--- config.mk ---
export PLATFORM = sky130hd
export DESIGN_NAME = uart_rx
export DESIGN_NICKNAME = d
export VERILOG_FILES = /design/src/rtl/uart_rx.sv
export SDC_FILE = /design/constraint.sdc
export NUM_CORES = 1
export LEC_CHECK = 0
export CAP_MARGIN = 40
export CORE_MARGIN = 1.5
export CORE_UTILIZATION = 49
export CTS_CLUSTER_SIZE = 8
export DETAILED_ROUTE_END_ITERATION = 10
export PLACE_DENSITY = 0.75
export SLEW_MARGIN = 10
export SYNTH_ARGS = -nofsm -noshare
export SYNTH_HDL_FRONTEND = slang
export SYNTH_SLANG_ARGS = --single-unit
--- constraint.sdc ---
create_clock -name clk -period 1.8 [get_ports clk]
set_input_delay 0.36 -clock clk [delete_from_list [all_inputs] [get_ports clk]]
set_output_delay 0.36 -clock clk [all_outputs]
set_load 0.1 [all_outputs]
--- src/rtl/uart_rx.sv ---
// UART receiver: 4x oversampled start/data/parity/stop framing with a one-deep
// holding register, frame/parity error flags and a sticky overrun flag.
module uart_rx #(
  parameter int unsigned SYNC_STAGES = 2
) (
  input  logic       clk,
  input  logic       rstn,
  input  logic       baudtick,
  input  logic       rxd,
  input  logic       parity_en,
  input  logic       parity_odd,
  input  logic       rx_ready,
  input  logic       clr_overrun,
  output logic [7:0] rx_data,
  output logic       rx_valid,
  output logic       frame_err,
  output logic       parity_err,
  output logic       overrun,
  output logic       busy
);

  typedef enum logic [2:0] {
    StIdle, StStart, StData, StParity, StStop, StWaitHigh
  } state_e;

  state_e                 state_q, state_d;
  logic [SYNC_STAGES-1:0] sync_q;
  logic                   rxd_s;
  logic [1:0]             tcnt_q, tcnt_d;
  logic [2:0]             bidx_q, bidx_d;
  logic [7:0]             shift_q, shift_d;
  logic                   par_en_q, par_en_d, par_odd_q, par_odd_d, par_bit_q, par_bit_d;
  logic [7:0]             rx_data_q, rx_data_d;
  logic                   rx_valid_q, rx_valid_d, frame_err_q, frame_err_d;
  logic                   parity_err_q, parity_err_d, overrun_q, overrun_d;
  logic                   complete;
  logic                   par_mismatch;

  assign rxd_s = sync_q[SYNC_STAGES-1];

  // Uses the options latched at the start bit so mid-frame changes are ignored.
  assign par_mismatch = par_en_q & ((^shift_q ^ par_bit_q) != par_odd_q);

  always_comb begin
    state_d   = state_q;
    tcnt_d    = tcnt_q;
    bidx_d    = bidx_q;
    shift_d   = shift_q;
    par_en_d  = par_en_q;
    par_odd_d = par_odd_q;
    par_bit_d = par_bit_q;
    complete  = 1'b0;
    if (baudtick) begin
      unique case (state_q)
        StIdle: begin
          if (!rxd_s) begin
            state_d   = StStart;
            tcnt_d    = 2'd0;
            par_en_d  = parity_en;
            par_odd_d = parity_odd;
          end
        end
        StStart: begin
          tcnt_d = tcnt_q + 2'd1;
          if (tcnt_q == 2'd2 && rxd_s) begin
            state_d = StIdle;
            tcnt_d  = 2'd0;
          end else if (tcnt_q == 2'd3) begin
            state_d = StData;
            bidx_d  = 3'd0;
          end
        end
        StData: begin
          tcnt_d = tcnt_q + 2'd1;
          if (tcnt_q == 2'd2) shift_d = {rxd_s, shift_q[7:1]};
          if (tcnt_q == 2'd3) begin
            if (bidx_q == 3'd7) state_d = par_en_q ? StParity : StStop;
            else                bidx_d  = bidx_q + 3'd1;
          end
        end
        StParity: begin
          tcnt_d = tcnt_q + 2'd1;
          if (tcnt_q == 2'd2) par_bit_d = rxd_s;
          if (tcnt_q == 2'd3) state_d = StStop;
        end
        StStop: begin
          tcnt_d = tcnt_q + 2'd1;
          if (tcnt_q == 2'd2) begin
            complete = 1'b1;
            tcnt_d   = 2'd0;
            state_d  = rxd_s ? StIdle : StWaitHigh;
          end
        end
        StWaitHigh: begin
          if (rxd_s) state_d = StIdle;
        end
        default: state_d = StIdle;
      endcase
    end
  end

  always_comb begin
    rx_data_d    = rx_data_q;
    rx_valid_d   = rx_valid_q;
    frame_err_d  = frame_err_q;
    parity_err_d = parity_err_q;
    overrun_d    = overrun_q;
    if (clr_overrun) overrun_d = 1'b0;
    if (complete && (!rx_valid_q || rx_ready)) begin
      rx_data_d    = shift_q;
      rx_valid_d   = 1'b1;
      frame_err_d  = ~rxd_s;
      parity_err_d = par_mismatch;
    end else if (complete) begin
      overrun_d = 1'b1;
    end else if (rx_valid_q && rx_ready) begin
      rx_valid_d = 1'b0;
    end
  end

  always_ff @(posedge clk or negedge rstn) begin
    if (!rstn) begin
      state_q      <= StIdle;
      sync_q       <= '1;
      tcnt_q       <= 2'd0;
      bidx_q       <= 3'd0;
      shift_q      <= 8'h00;
      par_en_q     <= 1'b0;
      par_odd_q    <= 1'b0;
      par_bit_q    <= 1'b0;
      rx_data_q    <= 8'h00;
      rx_valid_q   <= 1'b0;
      frame_err_q  <= 1'b0;
      parity_err_q <= 1'b0;
      overrun_q    <= 1'b0;
    end else begin
      state_q      <= state_d;
      sync_q       <= {sync_q[SYNC_STAGES-2:0], rxd};
      tcnt_q       <= tcnt_d;
      bidx_q       <= bidx_d;
      shift_q      <= shift_d;
      par_en_q     <= par_en_d;
      par_odd_q    <= par_odd_d;
      par_bit_q    <= par_bit_d;
      rx_data_q    <= rx_data_d;
      rx_valid_q   <= rx_valid_d;
      frame_err_q  <= frame_err_d;
      parity_err_q <= parity_err_d;
      overrun_q    <= overrun_d;
    end
  end

  assign rx_data    = rx_data_q;
  assign rx_valid   = rx_valid_q;
  assign frame_err  = frame_err_q;
  assign parity_err = parity_err_q;
  assign overrun    = overrun_q;
  assign busy       = (state_q != StIdle);

endmodule
==> reports/qor.csv, run 1 <==
stage,metric,value,unit
timing,slew_headroom,72.3,%
floorplan,fp.dieH,61.6,um
pwr,power.switching,1.48,mW
place,port-buffer-count,20,
floorplan,io_pins,21,
yosys,synth_top_area_share,46.0,%
detailed_routing,wl_per_cell,15.0,um
detailed_routing,routed_wl,3.28,mm
yosys,yosysWarnings,0,
yosys,syn_inst,139,
critical_path,r2r-end,state_q[0],
critical_path,rrSetupSlack,0.07,ns
clock_tree,cts.clk_slew.worst_paths,0.10,ns
detailed_routing,ant_nets,0,
layout,syn_to_final_growth,33.4,%
critical_path,startpoint_type,register,
yosys,netlist_top_cells_area,"dfrtp_1, mux2_2, ha_1",
place,dp_cells,209,
grt,first_global_vias,1157,
floorplan,die-width,61.6,um
layout,layout_common_cells,"dfrtp_1, mux2_2, buf_12",
floorplan,initial_core_util,50.9,%
hold_path,holdPathEnd,sync_q[1],
yosys,syn_avg_cell_area,12.1,sq um
floorplan,fp-row-count,21,
timing,fmax,0.579,GHz
clock_tree,htree_num_levels,2,
yosys,synth.net_count,153,
yosys,synth_top_area_cell,dfrtp_1,
critical_path,cp-end-kind,register,
floorplan,dieArea,0.00380,sq mm
timing,finalSetupViolCount,0,
clock_tree,cts-root-buf,clkbuf_4,
detailed_routing,vias_per_cell,5.49,
layout,fillCellCount,252,
pwr,power.share.combinational,53.0,%
hold_path,hold_depth,0,
pwr,netSwitchingFraction,40.2,%
critical_path,cp_max_fo,4,
grt,grt_first_pass_wirelength,5.24,mm
yosys,synth.distinct_cells,44,
pwr,power,3.69,mW
timing,setup_tns,0,ns
timing,hold_viol,0,
layout,diodes,0,
critical_path,cp.required,2.03,ns
pwr,static-leakage-power,1.02,nW
critical_path,r2r-start,tcnt_q[1],
clock_tree,cts_buffers,5,
pwr,internal_power,2.21,mW
clock_tree,clock_latency,0.33,ns
timing,worstMarginPinSlew,0.416,ns
clock_tree,cts_tree,yes,
yosys,ys_ff_latch,33,
timing,final-max-slew-violation-count,0,
pwr,clockPowerShare,15.6,%
yosys,seq_area_frac_synth,49.1,%
layout,final_cell_count_no_fill,219,
flow_run,max_cap_viol_count,0,
detailed_routing,via_count,1203,
layout,multi_input_area,801,sq um
critical_path,crit_arrival,1.96,ns
grt,overflow,0,
layout,layout_commonest_cell,dfrtp_1,
timing,skew,0.00436,ns
clock_tree,clockBufferDepth,2,
critical_path,crit_type,reg -> reg,
place,place_hpwl,2.31,mm
timing,period_share,96.0,%
layout,fin_nets,186,
place,gp_congestion,0.844,
timing,grt_setup_unrepaired,true,
layout,drive_gt1_share,39.3,%
pwr,seq_power_share,31.4,%
run_status,outcome,finished clean,
pwr,powerDensity,1640,mW/mm^2
detailed_routing,drt_iter0_drc,52,
layout,regArea,831,sq um
clock_tree,cts.sinks,33,
detailed_routing,drc,0,
clock_tree,cts_hold_buf,0,
timing,whs,0.364,ns
critical_path,reg2regPathDepth,5,
hold_path,hold_start,sync_q[0],
floorplan,fp.coreArea,0.00331,sq mm
timing,min_period,1.73,ns
yosys,synthesis.area,0.00169,sq mm
grt,grt_max_degree,34,
pwr,irDropWorstVdd,0.918,mV
hold_path,hp-class,reg -> reg,
grt,antenna_found_initial,0,
detailed_routing,drt-pass1-iter-count,4,
grt,track_usage,19.2,%
per-stage QoR:
| stage | setup WS [ns] | instance area (sq um) | utilization (%) |
|---|---|---|---|
| 2_1_floorplan | 0.0474 | 1690 | - |
| 3_3_place_gp | -0.0403 | 2140 | 64.5 |
| 3_5_place_dp | -0.0840 | 2140 | 64.5 |
| 4_1_cts | 0.0662 | 2240 | 67.7 |
| 5_1_grt | -0.00735 | 2250 | 67.9 |
| 6_report | 0.0719 | 2250 | 67.9 |
worst max-delay path: stages (launching register included):
cell,delay [ns]
dfrtp_1,0.43
ha_2,0.19
and2_1,0.17
mux2_2,0.26
o2111ai_1,0.22
mux2_2,0.35
kinds of logic after synthesis:
group / share of synthesized area (%)
multiplexers: 15.5
AO/OA/AOI/OAI: 11.4
flip-flops: 49.1
buffers and inverters: 4.23
adder cells (fa/ha/maj): 4.45
AND/OR/NAND/NOR: 10.2
XOR/XNOR: 4.97
what timing repair did:
item,CTS,global route
setup buffers,2,0
endpoints found under the setup margin,1,2
resized for setup,2,1
layout make-up:
type | count | area share (%)
clock buffer | 7 | 2.45
clock inverter | 1 | 1.34
timing repair buffer | 34 | 19.9
sequential | 33 | 37.0
multi-input combinational | 91 | 35.6
tap | 46 | 2.56
inverter | 7 | 1.17
synth_stat cells, drive strengths merged:
library cell and instances:
dfrtp 31, mux2 22, inv 7, ha 6, nand2 6, xnor2 6
buf 5, nand3 5, o21ai 5, nand2b 4, nor2 4, clkbuf 3
a21boi 2, a22o 2, and3 2, dfstp 2, nand4 2, nor2b 2
o221ai 2, o31ai 2, or3 2, a21bo 1, a21oi 1, a221oi 1
a32oi 1, a41o 1, and2 1, and4 1, mux2i 1, nor3 1
o2111ai 1, o211ai 1, o21a 1, o22ai 1, o2bb2ai 1, o41ai 1
xnor3 1, xor2 1
power by group through the flow:
| stage | registers, mW | logic, mW | clock network (mW) |
|---|---|---|---|
| floorplan | 1.43 | 1.06 | 0 |
| global placement | 1.19 | 1.80 | 0 |
| detailed placement | 1.21 | 1.84 | 0 |
| CTS | 1.16 | 1.94 | 0.596 |
| global route | 1.19 | 2.07 | 0.622 |
| finish | 1.16 | 1.95 | 0.576 |
state kept, by name, indices dropped and copies added, names as in the netlist:
register,count
rx_data,8
shift_q,8
bidx_q,3
state_q,3
sync_q,2
tcnt_q,2
frame_err,1
overrun,1
par_bit_q,1
par_en_q,1
par_odd_q,1
parity_err,1
rx_valid,1
layer usage:
layer,global-route usage [%],share of wire (%),vias up
met4,8.21,1.6,0
met2,29.9,49,32
met1,24.8,45,600
met3,5.88,4.3,6
met5,0,0,-
li1,-,-,565
worst max-delay path by stage:
stage	start	end	slack (ns)	cells after the start
2_1_floorplan	tcnt_q[0]	state_q[0]	0.05	6
3_3_place_gp	baudtick	shift_q[5]	-0.04	5
3_5_place_dp	baudtick	shift_q[0]	-0.08	5
4_1_cts	tcnt_q[1]	state_q[0]	0.07	5
5_1_grt	tcnt_q[0]	state_q[0]	-0.007	6
6_report	tcnt_q[1]	state_q[0]	0.07	5
No activity file was read; power rests on OpenSTA's default activity.
==> run 2: changes to the inputs <==
- REMOVE_ABC_BUFFERS: not set -> 1
==> run 2 against run 1 <==
Critical path type is now reg -> out. Cell area fell by 0.39%. Critical endpoint is now busy. Register-to-register slack hardly changed. First-iteration DRC count down 37%. Via count down 4.0%. Clock power shrank 30%. Non-clock buffer count up 2. Largest cell class unchanged. Utilization shrank 0.26 points.
==> reports/qor.csv, run 2 (same netlist as run 1, synthesis figures left out) <==
stage,metric,value,unit
pwr,power.share.combinational,55.7,%
place,place_area,0.00212,sq mm
critical_path,crit_arrival,1.39,ns
floorplan,fp.coreArea,0.00331,sq mm
floorplan,io_pins,21,
clock_tree,cts-root-buf,clkbuf_4,
detailed_routing,drc,0,
detailed_routing,ant_nets,0,
timing,min_period,1.75,ns
timing,fmax,0.571,GHz
hold_path,hp-class,reg -> reg,
clock_tree,cts.clk_slew.worst_paths,0.10,ns
critical_path,cp.required,1.44,ns
timing,period_share,97.3,%
detailed_routing,routed_wl,3.17,mm
layout,drive_gt1_share,40.0,%
critical_path,cp_max_fo,6,
pwr,irDropWorstVdd,0.694,mV
grt,first_global_vias,1112,
pwr,power.switching,1.49,mW
floorplan,die-width,61.6,um
grt,antenna_found_initial,0,
place,place_hpwl,2.28,mm
place,dp_cells,208,
clock_tree,cts.sinks,33,
place,gp_congestion,0.843,
layout,diodes,0,
run_status,outcome,finished clean,
grt,overflow,0,
floorplan,fp.dieH,61.6,um
pwr,internal_power,2.05,mW
layout,fin_nets,188,
layout,final_cell_area,0.00224,sq mm
clock_tree,clockBufferDepth,2,
timing,skew,0.00448,ns
critical_path,r2r-end,state_q[0],
detailed_routing,via_count,1155,
timing,finalSetupViolCount,0,
detailed_routing,wl_per_cell,14.3,um
timing,whs,0.366,ns
layout,layout_common_cells,"dfrtp_1, mux2_2, buf_12, buf_4",
timing,slew_headroom,73.0,%
pwr,seq_power_share,32.9,%
critical_path,startpoint_type,register,
clock_tree,cts_tree,yes,
critical_path,crit_type,reg -> out,
critical_path,rrSetupSlack,0.06,ns
timing,hold_viol,0,
critical_path,reg2regPathDepth,5,
detailed_routing,drt_iter0_drc,33,
pwr,static-leakage-power,1.02,nW
grt,grt_first_pass_wirelength,5.13,mm
layout,final_cell_count_no_fill,221,
pwr,powerDensity,1580,mW/mm^2
floorplan,initial_core_util,50.9,%
critical_path,r2r-start,tcnt_q[1],
grt,track_usage,18.6,%
layout,fin_util,67.6,%
timing,final-max-slew-violation-count,0,
detailed_routing,vias_per_cell,5.23,
clock_tree,clock_latency,0.33,ns
layout,layout_commonest_cell,dfrtp_1,
critical_path,startpoint,state_q[1],
critical_path,cp-end-kind,primary output,
detailed_routing,drt-pass1-iter-count,4,
flow_run,max_cap_viol_count,0,
floorplan,dieArea,0.00380,sq mm
grt,grt_max_degree,34,
clock_tree,cts_buffers,5,
timing,worstMarginPinSlew,0.406,ns
clock_tree,cts_hold_buf,0,
critical_path,crit_end,busy,
layout,syn_to_final_growth,32.9,%
hold_path,hold_start,sync_q[0],
place,port-buffer-count,20,
pwr,clockPowerShare,11.4,%
floorplan,fp-row-count,21,
pwr,netSwitchingFraction,42.1,%
clock_tree,htree_num_levels,2,
run 2: changes by cell type in the layout (fill, tap and decap cells not counted), sizes merged:
cell | before | now
buf | 27 | 29
bufinv | 1 | 0
clkbuf | 7 | 5
clkinv | 0 | 2
clkinvlp | 0 | 1
run 2: how the worst min path moves through the flow:
stage                            to  slack (ns)  cells after the start
after global placement    sync_q[1]        0.35                      0
after floorplan           bidx_q[0]        0.06                      0
final                     sync_q[1]        0.37                      0
after detailed placement  sync_q[1]        0.35                      0
after global routing      sync_q[1]        0.38                      0
after CTS                 sync_q[1]        0.37                      0
run 2: repair_timing:
action,4_1_cts,5_1_grt
buffers inserted,1,4
setup endpoints to repair,1,3
gates resized for setup,3,2
pin swaps,0,4
endpoints found under the hold margin,0,0
run 2: through the flow:
| step | power [mW] | setup WS [ns] | TNS, ns |
|---|---|---|---|
| 2_1_floorplan | 2.44 | -0.0577 | -0.465 |
| 3_3_place_gp | 2.95 | -0.0129 | -0.0998 |
| 3_5_place_dp | 3.04 | -0.0592 | -0.729 |
| 4_1_cts | 3.48 | 0.0251 | 0 |
| 5_1_grt | 3.76 | -0.0169 | -0.0169 |
| 6_report | 3.55 | 0.0493 | 0 |
run 2: power groups by stage:
stage                     Clock (mW)  Sequential [mW]  Combinational (mW)
final                          0.404             1.17                1.98
after global routing           0.449             1.19                2.12
after CTS                      0.416             1.16                1.90
after detailed placement           0             1.21                1.83
after global placement             0             1.19                1.76
after floorplan                    0             1.49               0.950
run 2: cell type report:
| class | instances | area [sq um] |
|---|---|---|
| well taps | 46 | 57.6 |
| multi-input cells | 91 | 805 |
| inverters | 7 | 26.3 |
| repair buffers | 36 | 467 |
| clock buffers | 5 | 37.5 |
| clock inverters | 3 | 17.5 |
| fillers | 262 | 1070 |
| flip-flops and latches | 33 | 830 |
run 2: worst max-delay path, cell delays in order (launching register included):
cell and delay (ns):
dfrtp_1 0.48, or3_4 0.41, buf_12 0.17
run 2: per-layer routing:
metal	global-route usage, %	vias to the layer above	part of all wire [%]	routed length, um
met3	6.30	4	2.8	88
met1	24.4	565	46	1450
li1	-	567	-	-
met2	30.1	19	51	1600
met5	0	-	0	0
met4	3.65	0	0.63	20
